### src/rtl/sram_arbiter.sv
// sram_arbiter: shares one SRAM controller between two requesters with round-robin or port-0-priority grant.
module sram_arbiter #(
  parameter bit ROUND_ROBIN = 1'b1
) (
  input  logic        clk,
  input  logic        rst,
  input  logic        rd_en0,
  input  logic        wr_en0,
  input  logic [31:0] address0,
  input  logic [31:0] write_data0,
  output logic [31:0] read_data0,
  output logic        ready0,
  input  logic        rd_en1,
  input  logic        wr_en1,
  input  logic [31:0] address1,
  input  logic [31:0] write_data1,
  output logic [31:0] read_data1,
  output logic        ready1,
  output logic        mem_rd_en,
  output logic        mem_wr_en,
  output logic [31:0] mem_address,
  output logic [31:0] mem_write_data,
  input  logic [31:0] mem_read_data,
  input  logic        mem_ready,
  output logic        busy
);
  typedef enum logic [1:0] {IDLE, GRANT0, GRANT1} state_e;
  state_e      state_q, state_d;
  logic        last_q, last_d, op_rd_q, op_rd_d, req0, req1, win1;
  logic [31:0] addr_q, addr_d, wdata_q, wdata_d;
  logic [31:0] rd_hold0_q, rd_hold0_d, rd_hold1_q, rd_hold1_d;
  assign req0 = rd_en0 | wr_en0;
  assign req1 = rd_en1 | wr_en1;
  // Port 1 wins when alone, or on a tie when round-robin and port 0 was served last
  assign win1 = req1 & (~req0 | (ROUND_ROBIN & ~last_q));
  always_comb begin
    state_d    = state_q;
    last_d     = last_q;
    op_rd_d    = op_rd_q;
    addr_d     = addr_q;
    wdata_d    = wdata_q;
    rd_hold0_d = rd_hold0_q;
    rd_hold1_d = rd_hold1_q;
    case (state_q)
      IDLE: if (req0 | req1) begin
        state_d = win1 ? GRANT1 : GRANT0;
        op_rd_d = win1 ? rd_en1 : rd_en0;
        addr_d  = win1 ? address1 : address0;
        wdata_d = win1 ? write_data1 : write_data0;
      end
      GRANT0: if (mem_ready) begin
        state_d    = IDLE;
        last_d     = 1'b0;
        rd_hold0_d = op_rd_q ? mem_read_data : rd_hold0_q;
      end
      GRANT1: if (mem_ready) begin
        state_d    = IDLE;
        last_d     = 1'b1;
        rd_hold1_d = op_rd_q ? mem_read_data : rd_hold1_q;
      end
      default: state_d = IDLE;
    endcase
  end
  always_ff @(posedge clk) begin
    if (rst) begin
      state_q    <= IDLE;
      last_q     <= 1'b1;
      op_rd_q    <= 1'b0;
      addr_q     <= '0;
      wdata_q    <= '0;
      rd_hold0_q <= '0;
      rd_hold1_q <= '0;
    end else begin
      state_q    <= state_d;
      last_q     <= last_d;
      op_rd_q    <= op_rd_d;
      addr_q     <= addr_d;
      wdata_q    <= wdata_d;
      rd_hold0_q <= rd_hold0_d;
      rd_hold1_q <= rd_hold1_d;
    end
  end
  assign busy           = state_q != IDLE;
  assign mem_rd_en      = busy & op_rd_q;
  assign mem_wr_en      = busy & ~op_rd_q;
  assign mem_address    = addr_q;
  assign mem_write_data = wdata_q;
  assign ready0         = (state_q == GRANT0) & mem_ready;
  assign ready1         = (state_q == GRANT1) & mem_ready;
  assign read_data0     = (ready0 & op_rd_q) ? mem_read_data : rd_hold0_q;
  assign read_data1     = (ready1 & op_rd_q) ? mem_read_data : rd_hold1_q;
endmodule

### config.mk
export PLATFORM = sky130hd
export DESIGN_NAME = sram_arbiter
export DESIGN_NICKNAME = d
export VERILOG_FILES = /design/src/rtl/sram_arbiter.sv
export SDC_FILE = /design/constraint.sdc
export NUM_CORES = 1
export LEC_CHECK = 0
export BUFFER_PORTS_ARGS = -buffer_cell sky130_fd_sc_hd__buf_2
export CAP_MARGIN = 20
export CORE_ASPECT_RATIO = 0.75
export CORE_UTILIZATION = 50
export CTS_CLUSTER_DIAMETER = 150
export DETAILED_ROUTE_END_ITERATION = 8
export PLACE_DENSITY_LB_ADDON = 0.25
export SYNTH_ARGS = -nofsm -noshare
export SYNTH_HDL_FRONTEND = slang
export SYNTH_SLANG_ARGS = --single-unit
### constraint.sdc
create_clock -name clk -period 2.7 [get_ports clk]
set_clock_uncertainty 0.15 [all_clocks]
set_input_delay 0.54 -clock clk [delete_from_list [all_inputs] [get_ports clk]]
set_output_delay 0.54 -clock clk [all_outputs]
set_load 0.01 [all_outputs]
== After elaboration in Yosys (flattened, before gate mapping) ==
Index checks and enable logic that the tools add are counted.
Word-level totals
  register bits: 132
  bits in latches: 0
  RAM bits: 0
  ROM bits: 0
  output and inout bits: 133
  logic and storage cells: 48
  memories kept: 0
Cells by class
  add/subtract/negate cells: 0
  multiply operators: 0
  divide/modulo/power cells: 0
  order comparisons: 0
  equal/unequal tests: 6
  shifts and indexed selects: 0
  mux-type cells: 12
  bitwise operators: 14
  reductions and logical operators: 9
Operators with widths (number)
  $mux W32: 4
  $reduce_and A3 Y1: 3
  $and A1 B1 Y1: 7
  $mux W2: 3
  $ne A2 B2 Y1 const B: 3
  $or A1 B1 Y1: 4
  $pmux W2 S2: 1
  $reduce_and A2 Y1: 2
  $reduce_bool A2 Y1: 2
  $mux W1: 3
  $not A1 Y1: 3
  $eq A2 B1 Y1 const B: 1
  $eq A2 B2 Y1 const B: 1
  $logic_not A2 Y1: 1
  $ne A2 B1 Y1 const B: 1
  $pmux W1 S2: 1
  $reduce_or A2 Y1: 1

== Depth between registers and ports, before layout ==
  word-level depth: 7
  gate-level depth with buffers: 7
  mapped depth without buffers: 5

== Worst setup path before layout ==
Ideal clock, no wire load.
  kind: input port to output port
  start: input port mem_ready
  end: output port read_data0[10]
  arrival: 1.434 ns
  data required time: 2.010 ns
  setup slack: 0.576 ns
  stages: 4
  path buffers: 2
  cell sequence: buf_2 > nand3_1 > buf_2 > mux2_2
Between the ends
  longest elaborated chain between the ends: 3
Ends and longest elaborated chain
  from (decl): line 24  | input logic mem_ready,
  $and A1 B1 Y1: line 88  | assign ready0 = (state_q == GRANT0) & mem_ready;
  $and A1 B1 Y1: line 90  | assign read_data0 = (ready0 & op_rd_q) ? mem_read_data : rd_hold0_q;
  $mux W32: line 90
  to (decl): line 11  | output logic [31:0] read_data0,
No other way between the ends.

== Worst setup path in the final report ==
  start: register state_q[1]
  end: output port read_data0[1]
Between the ends
  longest elaborated chain between the ends: 4
Ends and longest elaborated chain
  from (decl): line 28  | state_e state_q, state_d;
  from (signal assigned): line 74  | state_q <= state_d;
  $eq A2 B1 Y1: line 88
  $and A1 B1 Y1: line 88
  $and A1 B1 Y1: line 90
  $mux W32: line 90
No other way between the ends.

==> results.py <==
metrics = {
    "status": {
        "outcome": "completed",
    },
    "synthesis": {
        "netlist_instances": 685,
        "synth_area_leaders": "dfxtp_1 40%, a211oi_2 11%, nor3_1 9.8%",
        "yosysSeqAreaShare_pct": 40.5,
        "yosys.area.top_type": "dfxtp_1",
        "avgSynthCellArea_um2": 9.53,
        "syn-num-nets": 857,
        "synthesis.yosys.warnings": 0,
        "ys_seq_elements": 132,
        "synth_top_area_share_pct": 40.5,
        "synth_area_um2": 6530,
        "synth_cell_types": 34,
    },
    "floorplan": {
        "chipHeight_um": 101,
        "rows": 35,
        "die_area_um2": 13500,
        "start_util_pct": 52.1,
        "io_pins": 300,
        "fp.dieW_um": 134,
        "core_area_um2": 12500,
    },
    "run": {
        "drv_cap": 0,
    },
    "timing": {
        "hold_viol_final": 0,
        "setup_viol": 0,
        "finalMaxSlewViolations": 0,
        "slew_headroom_pct": 36.4,
        "period_needed_ns": 2.61,
        "min_period_over_period_pct": 96.6,
        "tightest_slew_ns": 0.951,
        "max_freq_ghz": 0.383,
    },
    "cts": {
        "clockBufferDepth": 2,
        "cts_buffers": 17,
        "htreeDepth": 4,
        "cts-root-buf": "clkbuf_16",
        "path_clk_slew_ns": 0.06,
        "cts.sinks": 132,
        "holdBufCountCts": 0,
        "cts_setup_buffers": 0,
        "clkLatencyLatePin_ns": 0.40,
        "cts_tree": "built",
    },
    "route": {
        "route.detailed.drc": 0,
        "drt_iter0_markers": 265,
        "dr.pass1.iters": 4,
        "viasPerCell": 5.32,
        "wl_per_cell_um": 16.4,
        "ant_nets": 0,
        "wl_mm": 18.7,
        "vias": 6045,
    },
    "cells_and_area": {
        "final_common_cell": "buf_2",
        "layout_common_cells": "298 x buf_2, 130 x dfxtp_1, 128 x nor3_1",
        "fin_area_um2": 8760,
        "fin_util_pct": 70.0,
        "nNetsFinal": 1130,
        "drive_gt1_share_pct": 49.1,
        "areaGrowthSynthToFinish_pct": 34.2,
        "n_antenna_cell": 0,
        "nFillCells": 995,
    },
    "pwr": {
        "ir_worst_vdd_uv": 460,
        "leakagePower_nw": 4.00,
        "power_density_nw_per_um2": 809,
        "fin_total_pwr_w": 0.00709,
    },
    "setup_path": {
        "cp.required_ns": 2.01,
        "critPathCaptureType": "output pin",
        "cp_max_fo": 16,
        "critPathLaunchType": "flip-flop",
        "critPathArrivalTime_ns": 1.92,
        "worstSetupPathType": "reg2out",
    },
    "grt": {
        "grt_pass1_vias": 5700,
        "grt_max_degree": 133,
        "grt_pass1_wl_mm": 29.0,
        "gr-total-overflow": 0,
        "antenna_found_initial": 0,
        "grt_usage_pct": 26.9,
    },
    "placed_design": {
        "placed_cell_area_um2": 8100,
        "dp_hpwl_mm": 12.6,
        "port_buffers": 299,
        "place.gp.congestion": 0.814,
    },
    "min_path": {
        "hp-class": "in2reg",
    },
}
==> report_power, final <==
| group | internal [W] | switching [W] | total, W |
|---|---|---|---|
| logic | 0.000972 | 0.00128 | 0.00226 |
| registers | 0.00232 | 0.000184 | 0.00250 |
| clock network | 0.00142 | 0.000906 | 0.00233 |
| total | 0.00471 | 0.00237 | 0.00709 |
==> repair_timing <==
action | in CTS | in global routing
hold endpoints to repair | 0 | 0
endpoints found under the setup margin | 0 | 64
gates resized for setup | 0 | 4
==> worst paths after layout <==
check	from	end	slack, ns	depth (start not counted)
max	state_q[1]	read_data0[1]	0.09	6
min	mem_read_data[19]	rd_hold0_q[19]	0.24	3
max reg2reg	state_q[0]	mem_write_data[23]	0.62	6
min reg2reg	rd_hold0_q[19]	rd_hold0_q[19]	0.30	2
==> logic make-up (layout without fill, tap and decap cells) <==
group / count (synthesis) / after routing / synth area share [%]
flip-flops: 132 / 132 / 40.5
multiplexers: 64 / 64 / 12.0
AO/OA/AOI/OAI: 110 / 110 / 16.0
adder cells (fa/ha/maj): 5 / 5 / 0.958
AND/OR/NAND/NOR: 304 / 304 / 24.1
buffers and inverters: 70 / 356 / 6.55
==> final cells by class <==
| class | count | area (um^2) | area share [%] |
|---|---|---|---|
| Multi-Input combinational cell | 483 | 3500 | 40.0 |
| Sequential cell | 132 | 2650 | 30.2 |
| Timing Repair Buffer | 317 | 1780 | 20.3 |
| Clock buffer | 19 | 453 | 5.17 |
| Tap cell | 166 | 208 | 2.37 |
| Clock inverter | 13 | 146 | 1.67 |
| Inverter | 7 | 26.3 | 0.300 |
==> routing by layer <==
metal | routed length [um] | GRT usage [%] | part of all wire, % | up-vias
met2 | 8970 | 45.8 | 48 | 229
met1 | 8090 | 33.9 | 43 | 2842
li1 | - | - | - | 2954
met5 | 0 | 0 | 0 | -
met3 | 1310 | 5.58 | 7.0 | 20
met4 | 293 | 9.35 | 1.6 | 0
==> synthesized netlist by cell type <==
| cell type | n |
|---|---|
| dfxtp_1 | 132 |
| nor3_1 | 128 |
| nand2_1 | 65 |
| nand2b_1 | 65 |
| a211oi_2 | 60 |
| mux2_2 | 41 |
| a21oi_1 | 34 |
| nor2b_1 | 32 |
| clkbuf_1 | 27 |
| buf_2 | 23 |
| mux2_4 | 16 |
| buf_12 | 7 |
| inv_1 | 7 |
| mux2_1 | 7 |
| nor2_1 | 6 |
| ha_1 | 5 |
| a211oi_1 | 4 |
| buf_1 | 3 |
| buf_6 | 3 |
| o21ai_0 | 3 |
| a22o_1 | 2 |
| nand3_1 | 2 |
| o21a_1 | 2 |
| a211o_1 | 1 |
| a211o_2 | 1 |
| and2_1 | 1 |
| and3_1 | 1 |
| nand2b_2 | 1 |
| nand3_2 | 1 |
| o21ba_2 | 1 |
| o31ai_1 | 1 |
| o32ai_1 | 1 |
| or2b_1 | 1 |
| or4_4 | 1 |
==> sequential cells by signal, summed over array words and instances, names as in the netlist <==
signal and cells:
mem_address 32, rd_hold1_q 32, state_q 2, mem_write_data 32, last_q 1, op_rd_q 1, rd_hold0_q 32
==> per-stage QoR <==
stage                     std cells  worst slack, ns  hold WS [ns]   TNS, ns
after floorplan                 685            0.576         0.283         0
after global placement         1103            0.418         0.290         0
after detailed placement       1103            0.396         0.297         0
after CTS                      1135          0.00534         0.227         0
after global routing           1137         -0.00597         0.238  -0.00597
final                          1137           0.0924         0.239         0
==> worst max-delay path, cell delays in order (launching register included) <==
cell     delay (ns)
dfxtp_2        0.35
inv_1          0.08
ha_1           0.23
nand3_4        0.14
buf_12         0.18
mux2_2         0.38
buf_2          0.15
Power figures use the tool's default switching activity.
